<file path="config.mk">
export PLATFORM = sky130hd
export DESIGN_NAME = dmem_ctrl
export DESIGN_NICKNAME = d
export VERILOG_FILES = /design/src/rtl/dmem_ctrl.sv
export SDC_FILE = /design/constraint.sdc
export NUM_CORES = 1
export LEC_CHECK = 0
export CAP_MARGIN = 10
export CORE_MARGIN = 2
export CORE_UTILIZATION = 43
export CTS_BUF_LIST = sky130_fd_sc_hd__clkbuf_8 sky130_fd_sc_hd__clkbuf_16
export DETAILED_ROUTE_END_ITERATION = 12
export GPL_TIMING_DRIVEN = 0
export PLACE_DENSITY = 0.84
export SLEW_MARGIN = 10
export SYNTH_ARGS = -nofsm -noshare
export SYNTH_HDL_FRONTEND = slang
export SYNTH_SLANG_ARGS = --single-unit
</file>
<file path="constraint.sdc">
create_clock -name clk_i -period 2.8 [get_ports clk_i]
set_input_delay 0.56 -clock clk_i [delete_from_list [all_inputs] [get_ports clk_i]]
set_output_delay 0.56 -clock clk_i [all_outputs]
set_load 0.02 [all_outputs]
</file>
<file path="src/rtl/dmem_ctrl.sv">
// -----------------------------------------------------------------------------
// dmem_ctrl -- load/store bus controller
//
// Sits between the execute-stage memory-operation block and the data-memory
// port. A LOAD or STORE request is registered, then presented on a
// req/gnt/rvalid bus. The pipeline is stalled (busy_o) until the response
// arrives. A load's word is returned on rdata_o. A misaligned address or a
// missing response terminates the access with a done_o + err_o pulse.
//
// Ports:
//   clk_i, rst_i           clock (rising edge), synchronous active-high reset
//   valid_i / ready_o      request handshake from execute (ready only in IDLE)
//   func_i, we_i           operation code (LOAD/STORE acted on), store enable
//   addr_i, wdata_i        byte address (rs1) and store data (rs2)
//   busy_o                 stall while an access is in flight
//   done_o, err_o          one-cycle completion pulse, error qualifier
//   rdata_o                last successfully loaded word
//   mem_req_o, mem_we_o    bus request / write strobe
//   mem_addr_o, mem_wdata_o bus address / write data (hold when idle)
//   mem_gnt_i, mem_rvalid_i, mem_rdata_i  bus grant, response, read data
// -----------------------------------------------------------------------------
package dmem_ctrl_pkg;
  typedef enum logic [3:0] {
    FUNC_ADD   = 4'd0,
    FUNC_SUB   = 4'd1,
    FUNC_AND   = 4'd2,
    FUNC_OR    = 4'd3,
    FUNC_XOR   = 4'd4,
    FUNC_SLL   = 4'd5,
    FUNC_SRL   = 4'd6,
    FUNC_LOAD  = 4'd7,
    FUNC_STORE = 4'd8
  } func_t;
endpackage

module dmem_ctrl
  import dmem_ctrl_pkg::*;
#(
  parameter int DATA_WIDTH     = 32,
  parameter int TIMEOUT_CYCLES = 16,
  parameter int CNT_WIDTH      = $clog2(TIMEOUT_CYCLES + 1)
) (
  input  logic                  clk_i,
  input  logic                  rst_i,
  input  logic                  valid_i,
  output logic                  ready_o,
  input  func_t                 func_i,
  input  logic                  we_i,
  input  logic [DATA_WIDTH-1:0] addr_i,
  input  logic [DATA_WIDTH-1:0] wdata_i,
  output logic                  busy_o,
  output logic                  done_o,
  output logic                  err_o,
  output logic [DATA_WIDTH-1:0] rdata_o,
  output logic                  mem_req_o,
  output logic                  mem_we_o,
  output logic [DATA_WIDTH-1:0] mem_addr_o,
  output logic [DATA_WIDTH-1:0] mem_wdata_o,
  input  logic                  mem_gnt_i,
  input  logic                  mem_rvalid_i,
  input  logic [DATA_WIDTH-1:0] mem_rdata_i
);

  localparam logic [1:0] S_IDLE     = 2'd0;
  localparam logic [1:0] S_REQ      = 2'd1;
  localparam logic [1:0] S_WAIT_RSP = 2'd2;
  localparam logic [1:0] S_DONE     = 2'd3;

  logic [1:0]            r_state;
  logic                  r_we;
  logic                  r_err;
  logic [CNT_WIDTH-1:0]  r_cnt;
  logic [DATA_WIDTH-1:0] r_addr;
  logic [DATA_WIDTH-1:0] r_wdata;
  logic [DATA_WIDTH-1:0] r_rdata;

  logic [1:0]            w_state_next;
  logic                  w_set_err;
  logic                  w_accept;
  logic                  w_misaligned;
  logic                  w_timeout;
  logic                  w_rsp;
  logic [CNT_WIDTH-1:0]  w_cnt_inc;

  // Only LOAD, or STORE with its write enable set, counts as a request.
  assign w_accept     = valid_i && (r_state == S_IDLE) &&
                        ((func_i == FUNC_LOAD) || ((func_i == FUNC_STORE) && we_i));
  assign w_misaligned = (addr_i[1:0] != 2'b00);

  // The counter is cleared on accept, so after k cycles in REQ/WAIT_RSP it
  // would become k; abort on the edge where it would reach the limit.
  assign w_cnt_inc = r_cnt + CNT_WIDTH'(1);
  assign w_timeout = (w_cnt_inc == CNT_WIDTH'(TIMEOUT_CYCLES));

  // A response completes the access; grant and response may coincide in REQ.
  assign w_rsp = ((r_state == S_REQ) && mem_gnt_i && mem_rvalid_i) ||
                 ((r_state == S_WAIT_RSP) && mem_rvalid_i);

  always_comb begin
    // NOTE: every signal driven here gets a default first so that no path
    // leaves it unassigned, which would otherwise infer a latch.
    w_state_next = r_state;
    w_set_err    = 1'b0;
    case (r_state)
      S_IDLE: begin
        if (w_accept) begin
          w_state_next = w_misaligned ? S_DONE : S_REQ;
          w_set_err    = w_misaligned;
        end
      end
      S_REQ: begin
        if (w_rsp) begin
          w_state_next = S_DONE;
        end else if (w_timeout) begin
          w_state_next = S_DONE;
          w_set_err    = 1'b1;
        end else if (mem_gnt_i) begin
          w_state_next = S_WAIT_RSP;
        end
      end
      S_WAIT_RSP: begin
        // A response in the final cycle still wins over the timeout.
        if (w_rsp) begin
          w_state_next = S_DONE;
        end else if (w_timeout) begin
          w_state_next = S_DONE;
          w_set_err    = 1'b1;
        end
      end
      S_DONE:  w_state_next = S_IDLE;
      default: w_state_next = S_IDLE;
    endcase
  end

  // NOTE: sequential state uses non-blocking assignments so every register
  // samples pre-edge values regardless of statement order.
  always_ff @(posedge clk_i) begin
    if (rst_i) begin
      r_state <= S_IDLE;
      r_we    <= 1'b0;
      r_err   <= 1'b0;
      r_cnt   <= '0;
      r_addr  <= '0;
      r_wdata <= '0;
      r_rdata <= '0;
    end else begin
      r_state <= w_state_next;
      // err_o lives only for the single DONE cycle it was set on entry to.
      r_err   <= w_set_err;

      if (w_accept && !w_misaligned) begin
        r_addr  <= addr_i;
        r_wdata <= wdata_i;
        r_we    <= (func_i == FUNC_STORE);
      end

      if (w_accept) begin
        r_cnt <= '0;
      end else if ((r_state == S_REQ) || (r_state == S_WAIT_RSP)) begin
        r_cnt <= w_cnt_inc;
      end

      if (w_rsp && !r_we) begin
        r_rdata <= mem_rdata_i;
      end
    end
  end

  assign ready_o     = (r_state == S_IDLE);
  assign busy_o      = (r_state != S_IDLE);
  assign done_o      = (r_state == S_DONE);
  assign err_o       = r_err;
  assign rdata_o     = r_rdata;
  assign mem_req_o   = (r_state == S_REQ);
  assign mem_we_o    = r_we && (r_state == S_REQ);
  assign mem_addr_o  = r_addr;
  assign mem_wdata_o = r_wdata;

endmodule

</file>
==> summary.md, run 1 <==
| Metric | Value |
|---|---|
| Status | complete, no violations |
| Largest net degree at the start of global routing | 17 |
| Critical Path AT | about 1.9 ns |
| RSZ-0062 raised after global routing | no |
| Final worst-path cycle share | 87.6% |
| Worst Path Buf+Inv | 2 |
| # nets final | between 800 and 900 |
| Dpl hpwl | roughly 9.6 mm |
| CTS Sinks | around 110 |
| Max Used Layer | met4 |
| Hold Violations, Final | 0 |
| Fill count | a little over 800 |
| Cell Rows | 36 |
| Synth Area per Inst | 8.79 um2 |
| Initial antenna violation count | 0 |
| Vias | 4061 |
| WS Path Type | reg -> out |
| VDD IR-drop max | 0.280 mV |
| Share of cells above drive strength 1 | 18.0% |
| Post-cts gate resize count | 0 |
| Antenna Nets Post-Route | 0 |
| Placer Congestion | 0.848 |
| Synth Warn # | 0 |
| Reg-to-reg startpoint | r_state[1] |
| Starting Density | 44.3% |
| Metal-1 WL | between 5 and 6 mm |
| Synth Register Bits | approximately 110 |
| Relative slew slack | 49.1% |
| First-pass GRT wire length | 20.0 mm |
| Die area | between 0.01 and 0.015 mm2 |
| Met3 WL | 1.03 mm |
| Tmin final | 2.45 ns |
| Core area | slightly below 0.01 mm2 |
| N_diodes | 0 |
| Most common cell in the synthesized netlist | nand2_1 |
| DRC | 0 |
| Cell Pwr Density | 539 mW/mm2 |
| Critical Path RT | 2.24 ns |
| Die H | 104 um |
| Clock buffer depth | 2 |
| Crit-path max FO | 6 |
| Setup crit start kind | flip-flop |
| Pleak | 0.00222 uW |
| Number of synthesized flops with an enable pin | 0 |
| Clock buffer count from CTS | 9 |
| H-tree Lvls | 3 |
| Max frequency | 408 MHz |
| CTS clk-pin slew, worst paths | 0.10 ns |
| Gate Count Post-Synth | 490 |
| Type of the tightest min-delay check | reg -> reg |
| Area leader, netlist | dfxtp_1 |
| Grt total ovfl | 0 |
| Family with the most delay on the worst path | buffers and inverters |
| CP peak stage delay | between 0.5 and 0.6 ns |
| Min-delay src | rdata_o[24] |
| Via/cell ratio | 4.81 |
| Hold_buf cts | 0 |
| Routed WL | between 10 and 15 mm |
| R2R setup slack | 0.77 ns |
| Net count of the mapped netlist | 603 |
| Clk Tree Root Cell | clkbuf_8 |
| Final setup vio count | 0 |
| Total track usage | 22.5% |
| Pins over their slew limit | 0 |
| I/O Pins | 208 |
| Router iterations before antenna repair | 4 |
| PortBufs | 206 |
| Synth area leaders | dfxtp_1, nand2_1, a21oi_2, nand2_2, a21oi_1 |
| Slowest-stage cell, CP | clkdlybuf4s50_1 |
| Setup Buffers After CTS | 0 |
| Register Area | ~0.0021 mm2 |
| Synth top cells by count | nand2_1, dfxtp_1, a21oi_2 |
| Ys flop type | dfxtp_1 |
| Netlist Area Pre-Place | around 0.0043 mm2 |
| Cells along the critical path | inv_1 -> ha_1 -> and2_1 -> clkdlybuf4s50_1 |
| Post-synth ARST share | 0% |
| Multi-input gate area | 0.00197 mm2 |
| Crit path capture type | primary output |
| Dpl cells | 829 |
| Met2 wire length | 5.91 mm |
| MaxCap Viol Count | 0 |
| Register area share after synthesis | 48.8% |
| Top cell type's share of synthesized area | 48.8% |
| Non-Filler Instances | ~840 |
| Library cells used by synthesis | 39 |
| Initial DRC count | 166 |
| Worst skew pair latency | 0.35 ns |
| Routed len/inst | 14.5 um |
| Area growth syn-to-layout | 56.1% |
| Clk_skew | 0.0151 ns |
| Die Wd | 104 um |
| Vias in the first global route | 4155 |
| CTS tree | yes |
| Fin Setup TNS | 0 ns |
| Slew @ Worst Pin | 0.764 ns |
| CP Launch Point | r_state[1] |
routing by layer:
metal	up-vias	GRT usage, %
met2	162	39.5
li1	2020	-
met4	0	7.53
met3	22	6.95
met5	-	0
met1	1857	26.0
worst reg2reg max path, cell delays in order (launching register included):
cell	delay (ns)
dfxtp_1	0.38
inv_1	0.12
ha_1	0.27
a21o_1	0.14
nand2_1	0.07
nor2_1	0.30
clkbuf_1	0.39
nand2_1	0.13
a21oi_1	0.15
per-stage QoR:
stage / worst slack, ns / total power (uW) / util, % / instance area, um2 / hold WS (ns)
after floorplan: 1.03 / 2270 / - / 4310 / 0.465
after global placement: 0.450 / 2710 / 67.2 / 6540 / 0.440
after detailed placement: 0.441 / 2750 / 67.2 / 6540 / 0.446
final: 0.347 / 3620 / 69.1 / 6720 / 0.459
after global routing: 0.249 / 3800 / 69.1 / 6720 / 0.478
after CTS: 0.328 / 3650 / 69.1 / 6720 / 0.461
area by class of cell:
class                      count  area share, %
multi-input combinational    350           29.3
clock buffer                   9           1.84
buffer                        32           3.35
tap                          133           2.48
clock inverter                 6          0.931
timing repair buffer         206           30.7
sequential                   105           31.3
inverter                       3          0.168
power breakdown:
part	switching, uW	internal, uW
combinational	566	497
clock	499	407
sequential	65.6	1590
placed cells by master (no fill, tap or decap), types with 7 or more instances in the layout:
master / netlist / routed
a21oi_2: 51 / 51
nor2_1: 10 / 10
clkbuf_1: 16 / 16
buf_2: 10 / 10
clkdlybuf4s50_1: 0 / 206
nand2_1: 156 / 156
a21oi_1: 47 / 47
dfxtp_1: 105 / 105
nand2_2: 40 / 40
clkbuf_8: 0 / 9
ha_1: 7 / 7
state kept, by name (all words and copies together) (netlist names):
register	count
mem_addr_o	32
mem_wdata_o	32
rdata_o	32
r_cnt	5
r_state	2
err_o	1
r_we	1
kinds of logic after synthesis:
logic type               share of synthesized area, %
adder cells (fa/ha/maj)                          2.03
flip-flops                                       48.8
buffers and inverters                            5.49
AND/OR/NAND/NOR                                  24.8
XOR/XNOR                                        0.814
AO/OA/AOI/OAI                                    17.5
multiplexers                                    0.552
path summary, 6_finish.rpt:
check | endpoint | depth (start not counted)
hold / removal | rdata_o[24] | 2
hold reg to reg | rdata_o[24] | 2
setup reg to reg | rdata_o[25] | 8
setup / recovery | mem_we_o | 4
No activity file was read; power rests on OpenSTA's default activity.
==> inputs of run 2 (changes only) <==
--- a/config.mk
+++ b/config.mk
@@ -12,7 +12,9 @@
 export DETAILED_ROUTE_END_ITERATION = 12
 export GPL_TIMING_DRIVEN = 0
 export PLACE_DENSITY = 0.84
+export REMOVE_ABC_BUFFERS = 1
 export SLEW_MARGIN = 10
 export SYNTH_ARGS = -nofsm -noshare
 export SYNTH_HDL_FRONTEND = slang
 export SYNTH_SLANG_ARGS = --single-unit
+export TNS_END_PERCENT = 20
==> summary.md, run 2 (synthesis gave the netlist of run 1 again) <==
| Metric | Value |
|---|---|
| Status | complete, no violations (unchanged) |
| Setup crit start kind | flip-flop (unchanged) |
| Internal | 2430 uW (was 2490 uW) |
| Router iterations before antenna repair | 4 (unchanged) |
| Relative slew slack | 38.0% (was 49.1%) |
| Dpl cells | 801 (was 829) |
| VDD IR-drop max | 0.299 mV (was 0.280 mV) |
| Initial antenna violation count | 0 (unchanged) |
| Cells along the critical path | inv_1 -> ha_1 -> and2_1 -> clkdlybuf4s50_1 (unchanged) |
| Commonest non-fill, non-tap cell in the layout | clkdlybuf4s50_1 (unchanged) |
| Clock buffer depth | 2 (unchanged) |
| Total track usage | 21.5% (was 22.5%) |
| Fin Setup TNS | 0 ns (unchanged) |
| # nets final | 792 (was 820) |
| Die H | 104 um (unchanged) |
| Pleak | 0.00216 uW (was 0.00222 uW) |
| Clk Tree Root Cell | clkbuf_8 (unchanged) |
| Metal-1 WL | 4.83 mm (was 5.01 mm) |
| WS Path Type | reg -> out (unchanged) |
| Placed Instance Area | 0.00638 mm2 (was 0.00654 mm2) |
| Worst skew pair latency | 0.37 ns (was 0.35 ns) |
| Critical Path AT | 1.90 ns (was 1.89 ns) |
| Vias in the first global route | 3910 (was 4155) |
| Dpl hpwl | 8.48 mm (was 9.57 mm) |
| Via/cell ratio | 4.86 (was 4.81) |
| Cell Rows | 36 (unchanged) |
| Setup Buffers After CTS | 0 (unchanged) |
| CP Launch Point | r_state[1] (unchanged) |
| Flop pwr share | 45.7% (was 45.6%) |
| Vias | 3974 (was 4061) |
| Hold_buf cts | 0 (unchanged) |
| Final worst-path cycle share | 87.8% (was 87.6%) |
| Fill count | 773 (was 813) |
| DRC | 0 (unchanged) |
| Finished Cell Area | 0.00658 mm2 (was 0.00672 mm2) |
| Logic pwr share | 29.1% (was 29.4%) |
| Worst Path Buf+Inv | 2 (unchanged) |
| Share of cells above drive strength 1 | 17.5% (was 18.0%) |
| Critical Path RT | 2.24 ns (about the same) |
| Min-delay src | rdata_o[6] (was rdata_o[24]) |
| Family with the most delay on the worst path | buffers and inverters (unchanged) |
| RSZ-0062 raised after global routing | no (unchanged) |
| Multi-input gate area | 0.00197 mm2 (about the same) |
| Max Used Layer | met4 (unchanged) |
| CTS clk-pin slew, worst paths | 0.12 ns (was 0.10 ns) |
| Non-Filler Instances | 817 (was 844) |
| Register Area | 0.00210 mm2 (unchanged) |
| Sw Ratio | 32.9% (was 31.2%) |
| CTS Sinks | 105 (unchanged) |
| Clk_skew | 0.0171 ns (was 0.0151 ns) |
| Tmin final | 2.46 ns (was 2.45 ns) |
| Antenna Nets Post-Route | 0 (unchanged) |
| Core area | 0.00973 mm2 (unchanged) |
| Die area | 0.0108 mm2 (unchanged) |
| Post-cts gate resize count | 0 (unchanged) |
| Final setup vio count | 0 (unchanged) |
| First-pass GRT wire length | 19.2 mm (was 20.0 mm) |
| Area growth syn-to-layout | 52.7% (was 56.1%) |
| CP peak stage delay | 0.54 ns (was 0.56 ns) |
| CTS tree | yes (unchanged) |
| Met3 WL | 845 um (was 1.03 mm) |
| I/O Pins | 208 (unchanged) |
| Hold Violations, Final | 0 (unchanged) |
| N_diodes | 0 (unchanged) |
| Met2 wire length | 5.54 mm (was 5.91 mm) |
| Initial DRC count | 152 (was 166) |
| Die Wd | 104 um (unchanged) |
| PortBufs | 207 (was 206) |
| H-tree Lvls | 3 (unchanged) |
| Reg-to-reg startpoint | r_state[0] (was r_state[1]) |
| Placer Congestion | 0.775 (was 0.848) |
| Routed WL | 11.4 mm (was 12.2 mm) |
| Largest net degree at the start of global routing | 66 (was 17) |
| Most frequent cells in the layout | clkdlybuf4s50_1, nand2_1, dfxtp_1, a21oi_2, a21oi_1 (unchanged) |
| Cell Pwr Density | 549 mW/mm2 (was 539 mW/mm2) |
| MaxCap Viol Count | 0 (unchanged) |
| Routed len/inst | 14.0 um (was 14.5 um) |
| Slowest-stage cell, CP | clkdlybuf4s50_1 (unchanged) |
| Pins over their slew limit | 0 (unchanged) |
| Grt total ovfl | 0 (unchanged) |
| Clock buffer count from CTS | 9 (unchanged) |
| Max frequency | 407 MHz (was 408 MHz) |
| P_sw | 1190 uW (was 1130 uW) |
| Clock power share | 25.2% (was 25.0%) |
| Crit path capture type | primary output (unchanged) |
| Crit-path max FO | 6 (unchanged) |
| Slew @ Worst Pin | 0.931 ns (was 0.764 ns) |
| Starting Density | 44.3% (unchanged) |
| Type of the tightest min-delay check | reg -> reg (unchanged) |
-- run 2: final timing paths --
| path | slack, ns | cells past startpoint | endpoint |
|---|---|---|---|
| max | 0.34 | 4 | mem_we_o |
| min | 0.46 | 2 | rdata_o[6] |
| max reg2reg | 0.71 | 5 | mem_wdata_o[31] |
| min reg2reg | 0.46 | 2 | rdata_o[6] |
-- run 2: routing by layer --
layer | up-vias | global-route usage, %
met5 | - | 0
met4 | 0 | 7.63
met3 | 16 | 6.33
met2 | 159 | 36.6
met1 | 1830 | 26.0
li1 | 1969 | -
-- run 2: area by class of cell --
class	count	area share, %
clock inverters	7	1.07
repair buffers	210	32.4
well taps	133	2.53
flip-flops and latches	105	32.0
clock buffers	9	1.88
inverters	3	0.171
multi-input cells	350	30.0
-- run 2: power by group through the flow --
| stage | Combinational (uW) | Clock [uW] | Sequential (uW) |
|---|---|---|---|
| 2_1_floorplan | 459 | 0 | 1760 |
| 3_3_place_gp | 1010 | 0 | 1680 |
| 3_5_place_dp | 1050 | 0 | 1680 |
| 4_1_cts | 1060 | 938 | 1650 |
| 5_1_grt | 1130 | 1000 | 1660 |
| 6_report | 1050 | 910 | 1650 |
-- run 2: worst min-delay path: stages, from the launching register on --
cell	delay (ns)
dfxtp_1	0.32
nand2_1	0.05
a21oi_1	0.05
-- run 2: metrics by stage --
step	total power, uW	hold slack (ns)	setup WS (ns)	util [%]
CTS	3640	0.461	0.324	67.6
finish	3610	0.460	0.341	67.6
floorplan	2220	0.459	0.525	-
detailed placement	2740	0.447	-0.0683	65.6
global route	3800	0.482	0.212	67.6
global placement	2680	0.443	-2.08	65.0
==> inputs of run 3 (changes only) <==
--- a/config.mk
+++ b/config.mk
@@ -10,8 +10,8 @@
 export CORE_UTILIZATION = 43
 export CTS_BUF_LIST = sky130_fd_sc_hd__clkbuf_8 sky130_fd_sc_hd__clkbuf_16
 export DETAILED_ROUTE_END_ITERATION = 12
+export DONT_BUFFER_PORTS = 1
 export GPL_TIMING_DRIVEN = 0
-export PLACE_DENSITY = 0.84
 export REMOVE_ABC_BUFFERS = 1
 export SLEW_MARGIN = 10
 export SYNTH_ARGS = -nofsm -noshare
==> summary.md, run 3 (synthesis gave the netlist of run 1 again) <==
| Metric | Value |
|---|---|
| Cells along the critical path | inv_1 -> ha_1 -> and3_4 -> nand2_1 -> a21oi_2 (was inv_1 -> ha_1 -> and2_1 -> clkdlybuf4s50_1) |
| Clock power share | 32.6% (was 25.2%) |
| CP Launch Point | r_state[0] (was r_state[1]) |
| # nets final | 584 (was 792) |
| Max frequency | 453 MHz (was 407 MHz) |
| Worst skew pair latency | 0.37 ns (about the same) |
| Setup crit start kind | flip-flop (unchanged) |
| Vias | 3126 (was 3974) |
| Initial antenna violation count | 0 (unchanged) |
| Type of the tightest min-delay check | in -> reg (was reg -> reg) |
| Flop pwr share | 50.7% (was 45.7%) |
| Router iterations before antenna repair | 4 (unchanged) |
| Met2 wire length | 4.23 mm (was 5.54 mm) |
| Core area | 0.00973 mm2 (unchanged) |
| Commonest non-fill, non-tap cell in the layout | nand2_1 (was clkdlybuf4s50_1) |
| First-pass GRT wire length | 14.7 mm (was 19.2 mm) |
| MaxCap Viol Count | 0 (unchanged) |
| Relative slew slack | 39.2% (was 38.0%) |
| Routed len/inst | 15.1 um (was 14.0 um) |
| Logic pwr share | 16.6% (was 29.1%) |
| Hold_buf cts | 0 (unchanged) |
| CP peak stage delay | 0.85 ns (was 0.54 ns) |
| Clock buffer depth | 2 (unchanged) |
| Final setup vio count | 0 (unchanged) |
| Slew @ Worst Pin | 0.912 ns (was 0.931 ns) |
| Largest net degree at the start of global routing | 102 (was 66) |
| Routed WL | 9.18 mm (was 11.4 mm) |
| Clk Tree Root Cell | clkbuf_8 (unchanged) |
| Starting Density | 44.3% (unchanged) |
| Worst Path Buf+Inv | 1 (was 2) |
| Max Used Layer | met4 (unchanged) |
| Clk_skew | 0.0122 ns (was 0.0171 ns) |
| Critical Path AT | 2.51 ns (was 1.90 ns) |
| CTS Sinks | 105 (unchanged) |
| Status | complete, no violations (unchanged) |
| VDD IR-drop max | 0.339 mV (was 0.299 mV) |
| Crit path capture type | flip-flop (was primary output) |
| H-tree Lvls | 3 (unchanged) |
| Setup Buffers After CTS | 0 (unchanged) |
| Slowest-stage cell, CP | and3_4 (was clkdlybuf4s50_1) |
| Final worst-path cycle share | 78.9% (was 87.8%) |
| Die Wd | 104 um (unchanged) |
| Pleak | 0.00142 uW (was 0.00216 uW) |
| Internal | 2410 uW (was 2430 uW) |
| Family with the most delay on the worst path | simple AND/OR/NAND/NOR gates (was buffers and inverters) |
| Area growth syn-to-layout | 5.32% (was 52.7%) |
| Grt total ovfl | 0 (unchanged) |
| Finished Cell Area | 0.00454 mm2 (was 0.00658 mm2) |
| Share of cells above drive strength 1 | 24.8% (was 17.5%) |
| RSZ-0062 raised after global routing | no (unchanged) |
| Worst path depth | 5 (was 4) |
| Total track usage | 16.6% (was 21.5%) |
| I/O Pins | 208 (unchanged) |
| Reg-to-reg startpoint | r_state[0] (unchanged) |
| CTS clk-pin slew, worst paths | 0.10 ns (was 0.12 ns) |
| Vias in the first global route | 2997 (was 3910) |
| Sw Ratio | 29.9% (was 32.9%) |
| PortBufs | 0 (was 207) |
| Placer Congestion | 0.748 (was 0.775) |
| Crit-path max FO | 65 (was 6) |
| CTS tree | yes (unchanged) |
| DRC | 0 (unchanged) |
| Antenna Nets Post-Route | 0 (unchanged) |
| R2R setup slack | 0.59 ns (was 0.71 ns) |
| Tmin final | 2.21 ns (was 2.46 ns) |
| Initial DRC count | 185 (was 152) |
| Hold Violations, Final | 0 (unchanged) |
| Metal-1 WL | 3.83 mm (was 4.83 mm) |
| Min-delay src | rst_i (was rdata_o[6]) |
| Dpl hpwl | 6.41 mm (was 8.48 mm) |
| N_diodes | 0 (unchanged) |
| Critical Path RT | 3.10 ns (was 2.24 ns) |
| Cell Pwr Density | 758 mW/mm2 (was 549 mW/mm2) |
| Die area | 0.0108 mm2 (unchanged) |
| P_sw | 1030 uW (was 1190 uW) |
| Post-cts gate resize count | 0 (unchanged) |
| FF-to-FF path depth | 5 (unchanged) |
| WS Path Type | reg -> reg (was reg -> out) |
| Placed Instance Area | 0.00429 mm2 (was 0.00638 mm2) |
| Via/cell ratio | 5.13 (was 4.86) |
| Most frequent cells in the layout | nand2_1, dfxtp_1, a21oi_2, a21oi_1, nand2_2 (was clkdlybuf4s50_1, nand2_1, dfxtp_1, a21oi_2, a21oi_1) |
| Met3 WL | 932 um (was 845 um) |
| Die H | 104 um (unchanged) |
| Fin Hold WS | 0.235 ns (was 0.460 ns) |
| Clock buffer count from CTS | 9 (unchanged) |
| Pins over their slew limit | 0 (unchanged) |
| Reg2reg end | mem_addr_o[16] (was mem_wdata_o[31]) |
| Cell Rows | 36 (unchanged) |
| CP Capture Point | mem_addr_o[16] (was mem_we_o) |
## run 3: cell types whose count changed in the layout (fill, tap and decap cells not counted), sizes merged, moves of 2 or more
cell / before / now
inv: 6 / 4
buf: 4 / 2
bufinv: 0 / 3
clkdlybuf4s50: 206 / 0
## run 3: power groups by stage
| stage | registers, uW | logic [uW] | clock network (uW) |
|---|---|---|---|
| 6_report | 1740 | 571 | 1120 |
| 5_1_grt | 1760 | 647 | 1220 |
| 4_1_cts | 1740 | 576 | 1160 |
| 3_5_place_dp | 1780 | 575 | 0 |
| 3_3_place_gp | 1780 | 541 | 0 |
| 2_1_floorplan | 1760 | 459 | 0 |
## run 3: worst min path at each step
stage / to / cells after the start
floorplan: r_we / 2
global placement: r_we / 2
detailed placement: r_we / 2
CTS: mem_addr_o[30] / 1
global route: mem_wdata_o[11] / 1
finish: mem_addr_o[17] / 1
## run 3: layout make-up
type	instances	area [um2]
fillers	948	5190
flip-flops and latches	105	2100
multi-input cells	350	1970
well taps	133	166
clock buffers	10	138
clock inverters	6	113
repair buffers	2	35.0
inverters	3	11.3
## run 3: metrics by stage
step           total power, uW  setup WS [ns]  instances  setup TNS (ns)  utilization [%]
2_1_floorplan             2220          0.525        458               0                -
3_3_place_gp              2320         -0.155        591           -1.64             43.7
3_5_place_dp              2360          0.462        593               0             44.0
4_1_cts                   3480          0.545        609               0             46.6
5_1_grt                   3630          0.395        609               0             46.6
6_report                  3440          0.591        609               0             46.6
## run 3: per-layer routing
metal	track usage (%)	up-vias
li1	-	1547
met1	19.2	1413
met2	27.3	152
met3	6.33	14
met4	7.63	0
met5	0	-
